--- config.mk ---
export PLATFORM = sky130hd
export DESIGN_NAME = warp_issue_scheduler
export DESIGN_NICKNAME = d
export VERILOG_FILES = /design/src/rtl/gpu_sched_pkg.sv /design/src/rtl/warp_scoreboard.sv /design/src/rtl/warp_issue_scheduler.sv
export SDC_FILE = /design/constraint.sdc
export NUM_CORES = 2
export LEC_CHECK = 0
export ABC_AREA = 1
export CAP_MARGIN = 20
export CORE_MARGIN = 4
export CORE_UTILIZATION = 35
export CTS_CLUSTER_DIAMETER = 120
export CTS_CLUSTER_SIZE = 30
export DETAILED_ROUTE_END_ITERATION = 8
export HOLD_SLACK_MARGIN = 0.15
export PLACE_DENSITY = 0.55
export SYNTH_ARGS = -nofsm -noshare
export SYNTH_HDL_FRONTEND = slang
export SYNTH_HIERARCHICAL = 1
export SYNTH_SLANG_ARGS = --single-unit
--- constraint.sdc ---
create_clock -name clk -period 14.5 [get_ports clk]
set_clock_uncertainty 0.15 [all_clocks]
set_input_delay 2.9 -clock clk [delete_from_list [all_inputs] [get_ports clk]]
set_output_delay 2.9 -clock clk [all_outputs]
set_load 0.02 [all_outputs]
--- src/rtl/gpu_sched_pkg.sv ---
// rtl/gpu_sched_pkg.sv - shared field positions, slot type and decode helpers for the warp issue scheduler
package gpu_sched_pkg;

  localparam int REG_W    = 5;
  localparam int OP_LSB   = 27;
  localparam int DST_LSB  = 22;
  localparam int SRC1_LSB = 17;
  localparam int SRC2_LSB = 12;

  // Ops at or above this value are stores/branches and never reserve a destination.
  localparam logic [4:0] OP_NOWRITE_BASE = 5'h18;

  typedef struct packed {
    logic        valid;
    logic [31:0] instr;
  } warp_slot_t;

  function automatic logic [4:0] op_of(input logic [31:0] instr);
    return instr[OP_LSB +: 5];
  endfunction

  function automatic logic [REG_W-1:0] dst_of(input logic [31:0] instr);
    return instr[DST_LSB +: REG_W];
  endfunction

  function automatic logic [REG_W-1:0] src1_of(input logic [31:0] instr);
    return instr[SRC1_LSB +: REG_W];
  endfunction

  function automatic logic [REG_W-1:0] src2_of(input logic [31:0] instr);
    return instr[SRC2_LSB +: REG_W];
  endfunction

  function automatic logic is_writing(input logic [31:0] instr);
    return op_of(instr) < OP_NOWRITE_BASE;
  endfunction

endpackage

--- src/rtl/warp_scoreboard.sv ---
// rtl/warp_scoreboard.sv - per-warp pending-write bits with set/clear ports and three-register hazard query
module warp_scoreboard
  import gpu_sched_pkg::*;
#(
  parameter int NUM_WARPS = 8,
  parameter int NUM_REGS  = 32,
  parameter int WID_W     = $clog2(NUM_WARPS)
) (
  input  logic                       clk,
  input  logic                       rst,
  input  logic                       set_en,
  input  logic [WID_W-1:0]           set_warp,
  input  logic [REG_W-1:0]           set_reg,
  input  logic                       clr_en,
  input  logic [WID_W-1:0]           clr_warp,
  input  logic [REG_W-1:0]           clr_reg,
  input  logic [NUM_WARPS*REG_W-1:0] q_dst,
  input  logic [NUM_WARPS*REG_W-1:0] q_src1,
  input  logic [NUM_WARPS*REG_W-1:0] q_src2,
  output logic [NUM_WARPS-1:0]       hazard,
  output logic                       any_pending
);

  logic [NUM_REGS-1:0] pend [NUM_WARPS];

  // Pending bits: the set is written after the clear so a same-cycle set wins.
  always_ff @(posedge clk or posedge rst) begin
    if (rst) begin
      for (int w = 0; w < NUM_WARPS; w++) pend[w] <= '0;
    end else begin
      if (clr_en) pend[clr_warp][clr_reg] <= 1'b0;
      if (set_en) pend[set_warp][set_reg] <= 1'b1;
    end
  end

  // Hazard per warp when any of its slot's three registers awaits writeback.
  always_comb begin
    hazard      = '0;
    any_pending = 1'b0;
    for (int w = 0; w < NUM_WARPS; w++) begin
      hazard[w] = pend[w][q_dst[w*REG_W +: REG_W]]
                | pend[w][q_src1[w*REG_W +: REG_W]]
                | pend[w][q_src2[w*REG_W +: REG_W]];
      any_pending = any_pending | (|pend[w]);
    end
  end

endmodule

--- src/rtl/warp_issue_scheduler.sv ---
// rtl/warp_issue_scheduler.sv - per-warp instruction slots, scoreboard and priority/round-robin issue arbiter (optional SCHED_PRIORITY_AGING_EN)
module warp_issue_scheduler
  import gpu_sched_pkg::*;
#(
  parameter int  NUM_WARPS = 8,
  parameter int  NUM_REGS  = 32,
  localparam int WID_W     = $clog2(NUM_WARPS)
) (
  input  logic                   clk,
  input  logic                   rst,
  input  logic [NUM_WARPS-1:0]   warp_enable,
  input  logic [NUM_WARPS*4-1:0] warp_priority,
  input  logic                   fetch_valid,
  input  logic [WID_W-1:0]       fetch_warp,
  input  logic [31:0]            fetch_instr,
  output logic                   fetch_ready,
  output logic                   issue_valid,
  output logic [WID_W-1:0]       issue_warp,
  output logic [31:0]            issue_instr,
  input  logic                   issue_ready,
  input  logic                   wb_valid,
  input  logic [WID_W-1:0]       wb_warp,
  input  logic [4:0]             wb_reg,
  output logic                   busy,
  output logic [31:0]            issue_count,
  output logic [31:0]            stall_cycles
);

  localparam logic [31:0] CNT_MAX = 32'hFFFF_FFFF;

  warp_slot_t                 slot [NUM_WARPS];
  logic [WID_W-1:0]           rr_ptr;
  logic [NUM_WARPS-1:0]       slot_valid;
  logic [NUM_WARPS-1:0]       hazard;
  logic [NUM_WARPS-1:0]       elig;
  logic [NUM_WARPS*REG_W-1:0] q_dst;
  logic [NUM_WARPS*REG_W-1:0] q_src1;
  logic [NUM_WARPS*REG_W-1:0] q_src2;
  logic [4:0]                 sel_key [NUM_WARPS];
  logic [4:0]                 best_key;
  logic [WID_W-1:0]           scan_idx;
  logic [WID_W-1:0]           win;
  logic                       win_found;
  logic                       load;
  logic                       any_pending;
  logic                       set_en;
`ifdef SCHED_PRIORITY_AGING_EN
  logic [3:0]                 age [NUM_WARPS];
`endif

  assign fetch_ready = !slot[fetch_warp].valid;
  assign load        = !issue_valid || issue_ready;
  assign elig        = slot_valid & warp_enable & ~hazard;
  assign set_en      = load && win_found && is_writing(slot[win].instr);
  assign busy        = (|slot_valid) || issue_valid || any_pending;

  // Unpack slot register fields for the scoreboard and form each warp's arbitration key.
  always_comb begin
    slot_valid = '0;
    q_dst      = '0;
    q_src1     = '0;
    q_src2     = '0;
    for (int w = 0; w < NUM_WARPS; w++) begin
      slot_valid[w]              = slot[w].valid;
      q_dst[w*REG_W +: REG_W]    = dst_of(slot[w].instr);
      q_src1[w*REG_W +: REG_W]   = src1_of(slot[w].instr);
      q_src2[w*REG_W +: REG_W]   = src2_of(slot[w].instr);
`ifdef SCHED_PRIORITY_AGING_EN
      // A fully aged warp outranks every priority; all aged warps tie and fall to RR.
      sel_key[w] = (age[w] == 4'hF) ? 5'h10 : {1'b0, warp_priority[w*4 +: 4]};
`else
      sel_key[w] = {1'b0, warp_priority[w*4 +: 4]};
`endif
    end
  end

  // Scan from rr_ptr upward; only a strictly larger key replaces the pick, so ties keep RR order.
  always_comb begin
    win_found = 1'b0;
    win       = '0;
    best_key  = '0;
    scan_idx  = '0;
    for (int i = 0; i < NUM_WARPS; i++) begin
      scan_idx = rr_ptr + WID_W'(i);
      if (elig[scan_idx] && (!win_found || (sel_key[scan_idx] > best_key))) begin
        win_found = 1'b1;
        win       = scan_idx;
        best_key  = sel_key[scan_idx];
      end
    end
  end

  // Slot capture, issue register load and round-robin pointer advance.
  always_ff @(posedge clk or posedge rst) begin
    if (rst) begin
      for (int w = 0; w < NUM_WARPS; w++) slot[w] <= '0;
      rr_ptr      <= '0;
      issue_valid <= 1'b0;
      issue_warp  <= '0;
      issue_instr <= '0;
    end else begin
      if (fetch_valid && fetch_ready) slot[fetch_warp] <= '{valid: 1'b1, instr: fetch_instr};
      if (load) begin
        if (win_found) begin
          issue_valid <= 1'b1;
          issue_warp  <= win;
          issue_instr <= slot[win].instr;
          slot[win]   <= '0;
          rr_ptr      <= win + 1'b1;
        end else begin
          issue_valid <= 1'b0;
        end
      end
    end
  end

  // Saturating counters for accepted issues and hazard-stalled load cycles.
  always_ff @(posedge clk or posedge rst) begin
    if (rst) begin
      issue_count  <= '0;
      stall_cycles <= '0;
    end else begin
      if (issue_valid && issue_ready && issue_count != CNT_MAX) issue_count <= issue_count + 32'd1;
      if (load && (|(slot_valid & warp_enable)) && !win_found && stall_cycles != CNT_MAX)
        stall_cycles <= stall_cycles + 32'd1;
    end
  end

`ifdef SCHED_PRIORITY_AGING_EN
  // Eligible losers of a load cycle age by one (saturating); the winner restarts at zero.
  always_ff @(posedge clk or posedge rst) begin
    if (rst) begin
      for (int w = 0; w < NUM_WARPS; w++) age[w] <= '0;
    end else if (load && win_found) begin
      for (int w = 0; w < NUM_WARPS; w++) begin
        if (WID_W'(w) == win) age[w] <= '0;
        else if (elig[w] && age[w] != 4'hF) age[w] <= age[w] + 4'd1;
      end
    end
  end
`endif

  warp_scoreboard #(
    .NUM_WARPS (NUM_WARPS),
    .NUM_REGS  (NUM_REGS),
    .WID_W     (WID_W)
  ) u_sb (
    .clk         (clk),
    .rst         (rst),
    .set_en      (set_en),
    .set_warp    (win),
    .set_reg     (dst_of(slot[win].instr)),
    .clr_en      (wb_valid),
    .clr_warp    (wb_warp),
    .clr_reg     (wb_reg),
    .q_dst       (q_dst),
    .q_src1      (q_src1),
    .q_src2      (q_src2),
    .hazard      (hazard),
    .any_pending (any_pending)
  );

endmodule

==> reports/results.txt <==
Final Hold Vio Count: 0
crit share post-route: 0.920
CP Launch Type: input port
final antenna-violating net count: 0
largest net degree at the start of global routing: 111
worst hold path type: register to register
GRT Util Overall: 0.276
design area: 45200 um2
CTS root buf: clkbuf_16
fmax: 0.0750 GHz
drt initial violations: 4828
FF+latch count, synth: 623
CTS Buf Count: 28
clk buf depth: 3
core footprint: 115000 um2
CTS Sinks: 623
initial antenna violation count: 5
Setup Buffers After CTS: 0
H-tree depth: 1
routability cong.: 0.974
syn_area_per_cell: 6.68 um2
share of cells above drive strength 1: 0.0456
Final setup viols: 0
Clock Latency Late Sink: 0.70 ns
Synth cell types: 52
full die area: 121000 um2
clk slew on worst S/H paths: 0.12 ns
Port Buffers: 189
boundary pin count: 190
DR vias/cell: 5.50
Total Wirelength: 172 mm
placed cell areas: 44100 um2
Seq/Total Area, Yosys: 0.385
ys flop type: dfrtp_1
Critical Path RT: 14.93 ns
DR DRC count: 0
final worst slack: 1.16 ns
DIE WIDTH: 348 um
GRT overflow: 0
Wirelength per Cell: 22.5 um
status: finished clean
vias in the first global route: 38700
Die Y: 348 um
global-route wire length before repair: 258 mm
cell row count: 124
pre-CTS setup slack: -0.358 ns
area delta synth->final: 11.7%
post-synthesis net count: 6178
Slew Limit Fails: 0
maxcap violations: 0
Async SR Flop Fraction: 1.00
Yosys warning count: 6
final net count: 6233
slew margin rel.: 0.263
slowest stage cell, crit path: clkdlybuf4s50_1
CTS tree: built
Least-Margin Pin Slew: 1.10 ns
fill count: 12100
initial core utilization: 0.353
CP top delay family: simple AND/OR/NAND/NOR gates
HPWL Detailed: 127 mm
Crit Path Class: input port to register
number of flops mapped to enable cells by yosys: 0
Syn Inst Count: 6057
Setup crit end kind: register
CP Data Arrival Time: 13.77 ns
via count: 42000
DRT Pass-1 Iters: 8
Cell Area, Synth: 40500 um2
cell seen most often among critical-path stages: nand2_1
Worst Path Buf+Inv: 11
slowest stage delay, CP: 0.50 ns
crit path max fanout: 10
Tmin final: 13.34 ns
[worst register-to-register path: cells and delay by family, from the launching register on]
family                   cells  cell delay (ns)
flip-flops                   1             0.80
adder cells (fa/ha/maj)      7             2.08
buffers and inverters       12             1.91
AND/OR/NAND/NOR             42             4.71
AO/OA/AOI/OAI               28             3.33
[placed cells by master, fill, tap and decap left out, types with 33 or more instances in the layout]
| master | synthesis | layout |
|---|---|---|
| o211ai_1 | 220 | 220 |
| dfrtp_1 | 623 | 622 |
| ha_1 | 33 | 33 |
| o21ai_1 | 20 | 43 |
| clkdlybuf4s50_1 | 0 | 189 |
| buf_4 | 42 | 132 |
| nand4_1 | 57 | 57 |
| xor2_1 | 34 | 34 |
| nor2_1 | 219 | 207 |
| o21ai_0 | 713 | 688 |
| nand3_1 | 812 | 810 |
| nand2_1 | 2150 | 2130 |
| inv_1 | 661 | 659 |
[through the flow]
step | cells | hold slack (ns) | TNS [ns] | util
after CTS | 7629 | 0.346 | 0 | 0.393
after global placement | 7592 | 0.315 | -4.81 | 0.385
after global routing | 7632 | 0.361 | -0.116 | 0.395
after detailed placement | 7592 | 0.314 | -32.03 | 0.385
final | 7633 | 0.341 | 0 | 0.395
after floorplan | 6057 | 0.332 | 0 | -
[cells by family (layout without fill, tap and decap cells)]
kind of cell               after synthesis  count (layout)  share of synthesized area
DFF                                    623             623                      0.385
xor gates and xnor gates                62              62                     0.0143
AOI/OAI and AO/OA                      992             992                      0.138
buffers and inverters                  995            1057                      0.103
muxes                                   23              23                    0.00569
adders and majority gates               33              33                     0.0102
and+or+nand+nor                       3329            3329                      0.344
other                                    0               2                          0
[cells in the mapped netlist (17+ instances only)]
master / count / share of area
nand4_1: 57 / 0.0088
nor4_1: 17 / 0.0026
dfrtp_1: 623 / 0.39
xor2_1: 34 / 0.0074
a21oi_1: 23 / 0.0028
xnor2_1: 25 / 0.0054
nor2_1: 219 / 0.020
o21ai_0: 713 / 0.088
clkbuf_1: 127 / 0.012
nand2_1: 2150 / 0.20
nor3_1: 32 / 0.0040
inv_1: 661 / 0.061
o211ai_1: 220 / 0.041
o21ai_1: 20 / 0.0025
buf_4: 42 / 0.0078
nand3_1: 812 / 0.10
ha_1: 33 / 0.010
buf_2: 128 / 0.016
mux2i_1: 23 / 0.0057
[final cells by class]
class | instances | area (um2) | share of cell area
timing repair buffer | 344 | 3350 | 0.0741
clock inverter | 8 | 175 | 0.00387
tap | 1512 | 1890 | 0.0418
inverter | 676 | 2550 | 0.0565
antenna | 2 | 5.00 | 0.000111
multi-input combinational | 4439 | 20900 | 0.463
clock buffer | 29 | 704 | 0.0156
sequential | 623 | 15600 | 0.345
[flip-flops by register name (all words and copies together), names as in the netlist]
signal        flops
rr_ptr            3
stall_cycles     32
q_dst            40
issue_instr      32
slot            144
issue_count      32
q_src1           40
issue_valid       1
issue_warp        3
q_src2           40
u_sb/pend       256
[per-layer routing]
layer | up-vias | routed length (um) | global-route usage
li1 | 19700 | - | -
met5 | - | 38 | 0
met3 | 328 | 13100 | 0.0330
met2 | 1867 | 75000 | 0.429
met4 | 6 | 10800 | 0.136
met1 | 20100 | 72600 | 0.381
[path summary, 6_finish.rpt]
check	startpoint	to	slack, ns	depth (start not counted)
worst max-delay path	warp_enable[4]	u_sb/pend[43]	1.16	82
worst min-delay path	issue_instr[11]	issue_instr[11]	0.34	2
worst max register to register	q_src1[5]	u_sb/pend[43]	1.44	89
worst min register to register	issue_instr[11]	issue_instr[11]	0.34	2
max in group asynchronous	rst	issue_count[6]	9.07	4
min in group asynchronous	rst	q_src2[16]	2.78	2
[what timing repair did]
| item | 4_1_cts | 5_1_grt |
|---|---|---|
| setup endpoints to repair | 0 | 483 |
| hold endpoints to repair | 0 | 0 |
| gates resized for setup | 0 | 68 |
| hold buffers | 0 | 0 |
Power is left out: the tool's default activity adds up to more than one toggle a clock period on the data nets, which glitch-free logic cannot reach.
